File: config.mk
export PLATFORM = sky130hd
export DESIGN_NAME = se_requester
export DESIGN_NICKNAME = d
export VERILOG_FILES = /design/src/rtl/se_pkg.sv /design/src/rtl/se_aging_timer.sv /design/src/rtl/se_requester.sv
export SDC_FILE = /design/constraint.sdc
export NUM_CORES = 1
export LEC_CHECK = 0
export CORE_MARGIN = 5
export CORE_UTILIZATION = 46
export DETAILED_ROUTE_END_ITERATION = 16
export PLACE_DENSITY = 0.83
export SLEW_MARGIN = 0
export SYNTH_ARGS = -nofsm -noshare
export SYNTH_HDL_FRONTEND = slang
export SYNTH_HIERARCHICAL = 1
export SYNTH_SLANG_ARGS = --single-unit
File: constraint.sdc
create_clock -name clk -period 4.74 [get_ports clk]
set_clock_uncertainty 0.2 [all_clocks]
set_input_delay 0.474 -clock clk [delete_from_list [all_inputs] [get_ports clk]]
set_output_delay 0.474 -clock clk [all_outputs]
set_load 0.1 [all_outputs]
File: src/rtl/se_pkg.sv
// Shared widths, FSM state type and MAC-to-bucket hash fold for the
// search-engine requester.
package se_pkg;
  localparam int MAC_W  = 48;
  localparam int HASH_W = 10;
  localparam int PMAP_W = 16;

  typedef enum logic [2:0] {
    ST_IDLE,
    ST_AGE,
    ST_LEARN,
    ST_GAP,
    ST_SEARCH,
    ST_RESULT
  } se_state_t;

  function automatic logic [HASH_W-1:0] se_hash_fold(input logic [MAC_W-1:0] mac);
    return mac[9:0] ^ mac[19:10] ^ mac[29:20] ^ mac[39:30] ^ {2'b00, mac[47:40]};
  endfunction
endpackage

File: src/rtl/se_aging_timer.sv
// Free-running aging period counter with a sticky pending flag; repeated
// expiries while a sweep is pending collapse into a single request.
module se_aging_timer
  import se_pkg::*;
#(
  parameter int AGING_PERIOD = 100000
) (
  input  logic clk,
  input  logic rst,
  input  logic clear,
  output logic aging_due
);
  localparam int CNT_W = $clog2(AGING_PERIOD);

  logic [CNT_W-1:0] count;
  logic             pend;
  logic             expire;

  assign expire = (count == CNT_W'(AGING_PERIOD - 1));
  // The expiring cycle already counts as due so a coincident header loses to aging.
  assign aging_due = pend | expire;

  always_ff @(posedge clk) begin
    if (rst) begin
      count <= '0;
      pend  <= 1'b0;
    end else begin
      count <= expire ? '0 : count + 1'b1;
      if (expire) pend <= 1'b1;
      else if (clear) pend <= 1'b0;
    end
  end
endmodule

File: src/rtl/se_requester.sv
// Search-engine initiator: learns the SA, looks up the DA, returns a filtered
// forwarding portmap and arbitrates the periodic aging sweep.
module se_requester
  import se_pkg::*;
#(
  parameter int PORTS        = 16,
  parameter int AGING_PERIOD = 100000,
  parameter int SE_TIMEOUT   = 64
) (
  input  logic              clk,
  input  logic              rst,
  input  logic              hdr_valid,
  output logic              hdr_ready,
  input  logic [MAC_W-1:0]  hdr_da,
  input  logic [MAC_W-1:0]  hdr_sa,
  input  logic [3:0]        hdr_port,
  output logic              fwd_valid,
  input  logic              fwd_ready,
  output logic [PMAP_W-1:0] fwd_portmap,
  output logic              fwd_hit,
  output logic              se_source,
  output logic [MAC_W-1:0]  se_mac,
  output logic [PMAP_W-1:0] se_portmap,
  output logic [HASH_W-1:0] se_hash,
  output logic              se_req,
  input  logic              se_ack,
  input  logic              se_nak,
  input  logic [PMAP_W-1:0] se_result,
  output logic              aging_req,
  input  logic              aging_ack,
  output logic [15:0]       learn_fail_cnt
);
  localparam int TMO_W = $clog2(SE_TIMEOUT + 1);
  localparam logic [PMAP_W-1:0] ALL_PORTS = PMAP_W'((64'd1 << PORTS) - 64'd1);

  function automatic logic [PMAP_W-1:0] port_bit(input logic [3:0] p);
    return PMAP_W'(1) << p;
  endfunction

  se_state_t        state;
  logic [MAC_W-1:0] da_q;
  logic [3:0]       port_q;
  logic [TMO_W-1:0] tmo_cnt;
  logic             ready_q;
  logic             aging_due;
  logic             aging_clear;
  logic             accept;
  logic             timeout;
  logic             req_done;
  logic             req_hit;
  logic             enter_search;
  logic [MAC_W-1:0] s_da;
  logic [3:0]       s_port;

  se_aging_timer #(
    .AGING_PERIOD(AGING_PERIOD)
  ) u_aging (
    .clk      (clk),
    .rst      (rst),
    .clear    (aging_clear),
    .aging_due(aging_due)
  );

  assign hdr_ready   = ready_q & ~aging_due & (state == ST_IDLE);
  assign accept      = hdr_valid & hdr_ready;
  assign aging_clear = (state == ST_AGE) & aging_ack;
  assign timeout     = (tmo_cnt == TMO_W'(SE_TIMEOUT - 1));
  assign req_done    = se_ack | se_nak | timeout;
  assign req_hit     = se_ack & ~se_nak;

  // A search starts either straight from the accepted header (group SA) or after the gap.
  assign s_da         = (state == ST_IDLE) ? hdr_da : da_q;
  assign s_port       = (state == ST_IDLE) ? hdr_port : port_q;
  assign enter_search = (state == ST_GAP) | ((state == ST_IDLE) & accept & hdr_sa[40]);

  always_ff @(posedge clk) begin
    if (rst) begin
      state          <= ST_IDLE;
      ready_q        <= 1'b0;
      se_req         <= 1'b0;
      se_source      <= 1'b0;
      se_mac         <= '0;
      se_portmap     <= '0;
      se_hash        <= '0;
      aging_req      <= 1'b0;
      fwd_valid      <= 1'b0;
      fwd_portmap    <= '0;
      fwd_hit        <= 1'b0;
      learn_fail_cnt <= '0;
      tmo_cnt        <= '0;
    end else begin
      case (state)
        ST_IDLE: begin
          if (aging_due) begin
            ready_q   <= 1'b0;
            aging_req <= 1'b1;
            state     <= ST_AGE;
          end else if (accept) begin
            ready_q <= 1'b0;
            da_q    <= hdr_da;
            port_q  <= hdr_port;
            if (!hdr_sa[40]) begin
              state      <= ST_LEARN;
              se_req     <= 1'b1;
              se_source  <= 1'b1;
              se_mac     <= hdr_sa;
              se_hash    <= se_hash_fold(hdr_sa);
              se_portmap <= port_bit(hdr_port);
              tmo_cnt    <= '0;
            end
          end else begin
            ready_q <= 1'b1;
          end
        end
        ST_AGE: begin
          if (aging_ack) begin
            aging_req <= 1'b0;
            state     <= ST_IDLE;
          end
        end
        ST_LEARN: begin
          tmo_cnt <= tmo_cnt + 1'b1;
          if (req_done) begin
            se_req <= 1'b0;
            state  <= ST_GAP;
            if (!req_hit && learn_fail_cnt != 16'hFFFF)
              learn_fail_cnt <= learn_fail_cnt + 16'd1;
          end
        end
        ST_GAP: begin
        end
        ST_SEARCH: begin
          tmo_cnt <= tmo_cnt + 1'b1;
          if (req_done) begin
            se_req      <= 1'b0;
            fwd_valid   <= 1'b1;
            fwd_hit     <= req_hit;
            fwd_portmap <= (req_hit ? se_result : ALL_PORTS) & ~port_bit(port_q);
            state       <= ST_RESULT;
          end
        end
        ST_RESULT: begin
          if (fwd_ready) begin
            fwd_valid <= 1'b0;
            state     <= ST_IDLE;
          end
        end
        default: state <= ST_IDLE;
      endcase

      if (enter_search) begin
        if (s_da[40]) begin
          state       <= ST_RESULT;
          fwd_valid   <= 1'b1;
          fwd_hit     <= 1'b0;
          fwd_portmap <= ALL_PORTS & ~port_bit(s_port);
        end else begin
          state      <= ST_SEARCH;
          se_req     <= 1'b1;
          se_source  <= 1'b0;
          se_mac     <= s_da;
          se_hash    <= se_hash_fold(s_da);
          se_portmap <= '0;
          tmo_cnt    <= '0;
        end
      end
    end
  end
endmodule

==> results.yml, run 1 <==
die:
  io_pins: 235
  placementRows: 53
  core_um2: 21100
  initial_core_util_pct: 46.8
  die_w_um: 156
  die-area_um2: 24500
  die_y_um: 156
worst_setup_path:
  arrival_ns: 3.74
  worst_ep_required_time_ns: 4.86
  critPathKind: "flop to flop"
  crit_path_max_fanout: 33
  end_kind: "flop"
  ff2ff_path_depth: 9
  worst_setup_path_start_kind: "flop"
sta:
  min_period_ns: 3.62
  worst_pin_slew_ns: 1.12
  rsz0062_at_grt: "no"
  finalHoldViolCount: 0
  max_freq_mhz: 276
  fin_setup_tns_ns: 0
  slew_violations: 0
  finalSetupViolCount: 0
  slew_headroom_pct: 25.3
  period_share_pct: 76.4
finish:
  drive_gt1_share_pct: 5.55
  antenna_cells: 0
  layout.cells.non_filler: 1591
  stdcell_area_um2: 12900
  final_nets: 1429
  syn_to_final_growth_pct: 30.5
clocking:
  cts_sinks: 192
  clk_pin_slew_ns: 0.07
  cts-root-buf: "clkbuf_16"
  cts_buffer_depth: 2
  clk_latency_ns: 0.43
  hold_buffers: 0
  ctsResizeCount: 0
  htreeDepth: 4
  cts_setup_buffers: 0
  cts_buffers: 17
  cts_tree: "yes"
placement:
  dpl_cell_area_um2: 12300
  place_inst: 1559
  gp_congestion: 0.894
  place_hpwl_um: 21100
  io_buffers: 234
min_path:
  hold_class: "flop to flop"
  holdPathStages: 2
synth:
  avgSynthCellArea_um2: 8.79
  ys.flop_type: "dfxtp_1"
  synth_top_cell_by_area: "dfxtp_1"
  synth_cells: 1122
  ys_seq_area_share_pct: 44.2
  ys_types: 61
  synth.net_count: 1248
  ys_seq_elements: 192
  synthArstFlopShare_pct: 0
  synth.area.top_cells: "dfxtp_1, edfxtp_1, nand2_1, xnor2_1, a311oi_1"
  synth.top_cell.area_share_pct: 28.4
  yosysWarnings: 6
  syn_area_um2: 9860
  synth_edf_count: 52
routing:
  wl_per_cell_um: 18.4
  drt-pass1-iter-count: 5
  postRouteAntennaNets: 0
  routed_wl_um: 29300
  drtIter0Drc: 635
  drc: 0
  vias: 8970
  via_per_inst: 5.64
global_route:
  antenna_found_initial: 0
  grtUsageTotal_pct: 23.3
  grt_pass1_wl_um: 45900
  grt_pass1_vias: 8681
  grt_start_max_net_pins: 92
  grt_remaining_overflow: 0
power_and_ir_drop:
  leakage_nw: 4.38
  power.density_nw_per_um2: 542
  vdd_drop_max_mv: 0.365
run_status:
  status: "complete, no violations"
flow_run:
  max-cap-violations: 0
==> stage by stage <==
step / worst slack (ns) / hold slack (ns) / total power, mW / utilization, %
after detailed placement: 1.28 / 0.228 / 5.55 / 58.2
after global placement: 1.43 / 0.220 / 5.52 / 58.2
after CTS: 1.13 / 0.238 / 7.01 / 61.0
after floorplan: 0.312 / 0.238 / 4.72 / -
final: 1.12 / 0.237 / 6.98 / 61.0
after global routing: 0.817 / 0.256 / 7.34 / 61.0
==> cell usage after synthesis (3+ instances only) <==
cell type,n
a211oi_1,50
ha_1,3
a21oi_1,47
dfxtp_1,140
or2_2,3
nor4bb_1,3
a311oi_1,50
buf_4,4
o22ai_1,14
xnor2_1,93
nand2b_1,11
and4_1,3
o31ai_1,6
or3_1,11
or4_1,5
nand3_1,10
inv_1,11
a31oi_1,5
nand4_1,11
o32ai_1,4
a211o_1,3
and3_1,6
mux2i_1,4
buf_1,6
nor2b_1,7
nor3_1,35
o211ai_1,4
nand3_2,3
edfxtp_1,52
buf_2,18
nand2_1,237
a211oi_2,8
buf_6,3
nor2_1,115
o21ai_0,15
xor2_1,11
nor4_1,9
clkbuf_1,50
xnor3_1,11
and2_1,16
==> layer usage <==
metal  vias to the layer above  GRT usage, %  share of wire [%]
li1                       4325             -                  -
met1                      4241          29.9                 42
met2                       378          38.5                 47
met3                        26          7.36                9.6
met4                         0          5.83                1.6
met5                         -             0                  0
==> critical path, cell delays in order, from the launching register on <==
cell	delay, ns
dfxtp_1	0.35
ha_1	0.24
and4_1	0.30
nand4_1	0.18
nand2b_1	0.14
nor4bb_1	0.62
and2_2	0.71
buf_4	0.39
nand2_1	0.08
a311oi_1	0.29
==> path summary, 6_finish.rpt <==
kind	end	slack (ns)	start
max reg2reg	se_mac[47]	1.12	u_aging/count[0]
max	se_mac[47]	1.12	u_aging/count[0]
min	se_mac[40]	0.24	se_mac[40]
min reg2reg	se_mac[40]	0.24	se_mac[40]
==> report_power, final <==
group / internal [mW] / switching [mW]
clock network: 0.755 / 0.695
registers: 1.93 / 0.186
logic: 0.950 / 2.47
==> final cells by class <==
type                    count  area [um2]
repair buffers            243        2400
clock buffers              17         425
fillers                  1773        8220
clock inverters            15         168
flip-flops and latches    192        4360
inverters                  11        41.3
multi-input cells         838        5120
well taps                 275         344
==> registers in the layout (all words and copies together) (netlist names) <==
signal	count
aging_req	1
u_aging/count	17
learn_fail_cnt	16
ready_q	1
se_hash	10
se_portmap	16
port_q	4
se_source	1
se_mac	48
fwd_hit	1
se_req	1
state	3
tmo_cnt	7
fwd_portmap	16
u_aging/pend	1
da_q	48
fwd_valid	1
==> placed cells by master (no fill, tap or decap), drive strengths merged, types with 12 or more instances in the layout <==
| cell type | count |
|---|---|
| dfxtp | 140 |
| nor3 | 36 |
| clkdlybuf4s50 | 232 |
| inv | 20 |
| and2 | 16 |
| nand2 | 238 |
| o21ai | 15 |
| nand2b | 12 |
| a311oi | 50 |
| xnor2 | 93 |
| a21oi | 47 |
| a211oi | 58 |
| nor2 | 115 |
| nand3 | 14 |
| clkbuf | 17 |
| edfxtp | 52 |
| o22ai | 14 |
==> kinds of logic after synthesis <==
logic type               after synthesis  synth area share [%]
AO/OA/AOI/OAI                        214                  15.8
XOR/XNOR                             115                  11.7
adder cells (fa/ha/maj)                3                 0.381
buffers and inverters                 92                  4.11
flip-flops                           192                  44.2
multiplexers                           7                 0.774
AND/OR/NAND/NOR                      499                  22.9
Power figures use the tool's default switching activity.
==> run 2: changes to the inputs <==
- clock period: 4.74 -> 3.3 ns (I/O delays scaled with it)
==> run 2 against run 1 <==
Sequential cell count stayed put. Design area is 0.69% higher. Sequential share of layout area is 0.23 points lower. Critical endpoint is now se_mac[8]. Highest routed layer unchanged. Die area stayed put. Clock-buffer cell count stayed put.
==> results.yml, run 2 (synthesis gave the netlist of run 1 again) <==
run_status:
  status: "complete, no violations"
placement:
  gp_congestion: 0.966
  place_hpwl_um: 21500
  place_ws_ns: 0.296
  io_buffers: 234
global_route:
  grt_pass1_vias: 8989
  grt_remaining_overflow: 0
  grt_start_max_net_pins: 60
  antenna_found_initial: 3
  grtUsageTotal_pct: 23.8
  grt_pass1_wl_um: 46800
flow_run:
  max-cap-violations: 0
sta:
  slew_headroom_pct: 32.4
  max_freq_mhz: 330
  finalHoldViolCount: 0
  worst_pin_slew_ns: 1.01
  layout_setup_ws_ns: 0.269
  rsz0062_at_grt: "no"
  period_share_pct: 91.9
  min_period_ns: 3.03
  finalSetupViolCount: 0
  fin_setup_tns_ns: 0
  slew_violations: 0
finish:
  fin_util_pct: 61.5
  mostFrequentLayoutCell: "nand2_1"
  layout_common_cells: "nand2_1, clkdlybuf4s50_1, dfxtp_1"
  multi_input_area_um2: 5120
  final_nets: 1443
  syn_to_final_growth_pct: 31.4
  reg_top3: "da_q (48), se_mac (48), u_aging/count (17)"
  drive_gt1_share_pct: 9.85
  seq_area_um2: 4360
  n_fill_cell: 1776
die:
  io_pins: 235
  initial_core_util_pct: 46.8
  die_w_um: 156
  core_um2: 21100
  die_y_um: 156
  placementRows: 53
  die-area_um2: 24500
routing:
  postRouteAntennaNets: 0
  drt-pass1-iter-count: 5
  vias: 8971
  drc: 0
  wl_per_cell_um: 18.2
  routed_wl_um: 29200
  via_per_inst: 5.58
  drtIter0Drc: 591
worst_setup_path:
  arrival_ns: 3.17
  crit_path_max_fanout: 59
  critPathKind: "flop to flop"
  rr_endpoint: "se_mac[8]"
  ff2ff_path_depth: 9
  r2r_slack_ns: 0.27
  crit-reg2reg-launch: "u_aging/count[0]"
  end_kind: "flop"
  critPathSlowestCell: "nor4bb_1"
  cp_num_buf_inv: 1
  slowest_delay_ns: 0.57
  crit_family: "simple AND/OR/NAND/NOR gates"
  worst_ep_required_time_ns: 3.44
  cp_cell_sequence: "ha_1 > and4_1 > nand4_1 > nand2b_1 > nor4bb_1 > and2_2 > buf_12 > nand2_1 > a311oi_1"
  worst_setup_path_start_kind: "flop"
min_path:
  hold_class: "primary input to flop"
  hold-path-endpoint: "u_aging/count[4]"
  holdPathStages: 2
  hold_start: "rst"
clocking:
  cts_buffer_depth: 2
  cts-root-buf: "clkbuf_16"
  cts_sinks: 192
  clk_latency_ns: 0.43
  cts_tree: "yes"
  htreeDepth: 4
  clk_pin_slew_ns: 0.08
  cts_buffers: 17
  ctsResizeCount: 0
  cts_setup_buffers: 0
  hold_buffers: 0
power_and_ir_drop:
  internal_power_mw: 5.34
  p_sw_share_pct: 47.6
  leakage_nw: 4.56
  vdd_drop_max_mv: 0.552
  power.clock.fraction_pct: 20.8
  p_switching_mw: 4.85
  power.density_nw_per_um2: 786
  sequentialPowerShare_pct: 29.9
  p_comb_share_pct: 49.3
run 2: changes by cell type in the layout (fill, tap and decap cells not counted), moves of 2 or more:
cell | before | now
buf_4 | 11 | 63
clkdlybuf4s50_1 | 232 | 188
buf_12 | 0 | 6
diode_2 | 0 | 3
inv_6 | 5 | 3
inv_8 | 4 | 2
run 2: metal layers:
layer  vias up  track usage, %  wire length [um]
li1       4349               -                 -
met1      4119            30.5             11800
met2       457            38.1             13600
met3        46            6.69              3050
met4         0            9.30               748
met5         -               0                 0
run 2: power groups by stage:
stage               clock network, mW  logic, mW  registers, mW
floorplan                           0       2.12           4.66
global placement                    0       4.93           3.08
detailed placement                  0       5.00           3.08
CTS                              2.15       5.02           3.04
global route                     2.26       5.33           3.08
finish                           2.12       5.02           3.05
run 2: cell type report:
| class | count | share of cell area [%] |
|---|---|---|
| inverters | 11 | 0.319 |
| repair buffers | 257 | 19.1 |
| well taps | 275 | 2.65 |
| clock buffers | 17 | 3.28 |
| flip-flops and latches | 192 | 33.7 |
| multi-input cells | 838 | 39.5 |
| clock inverters | 15 | 1.38 |
| diodes | 3 | 0.0579 |
run 2: worst max path at each step:
stage	slack (ns)	depth (start not counted)	startpoint	to
floorplan	0.43	8	u_aging/count[0]	da_q[0]
global placement	0.39	10	u_aging/count[0]	fwd_portmap[9]
detailed placement	0.30	9	u_aging/count[0]	se_mac[8]
CTS	0.28	9	u_aging/count[0]	se_mac[8]
global route	0.02	10	u_aging/count[0]	se_hash[4]
finish	0.27	9	u_aging/count[0]	se_mac[8]
run 2: per-stage QoR:
stage | area [um2] | power (mW) | hold WS, ns | cells
final | 13000 | 10.2 | 0.165 | 1608
after global routing | 13000 | 10.7 | 0.191 | 1608
after CTS | 13000 | 10.2 | 0.164 | 1605
after detailed placement | 12300 | 8.08 | 0.225 | 1573
after global placement | 12300 | 8.01 | 0.218 | 1573
after floorplan | 9870 | 6.77 | 0.199 | 1122
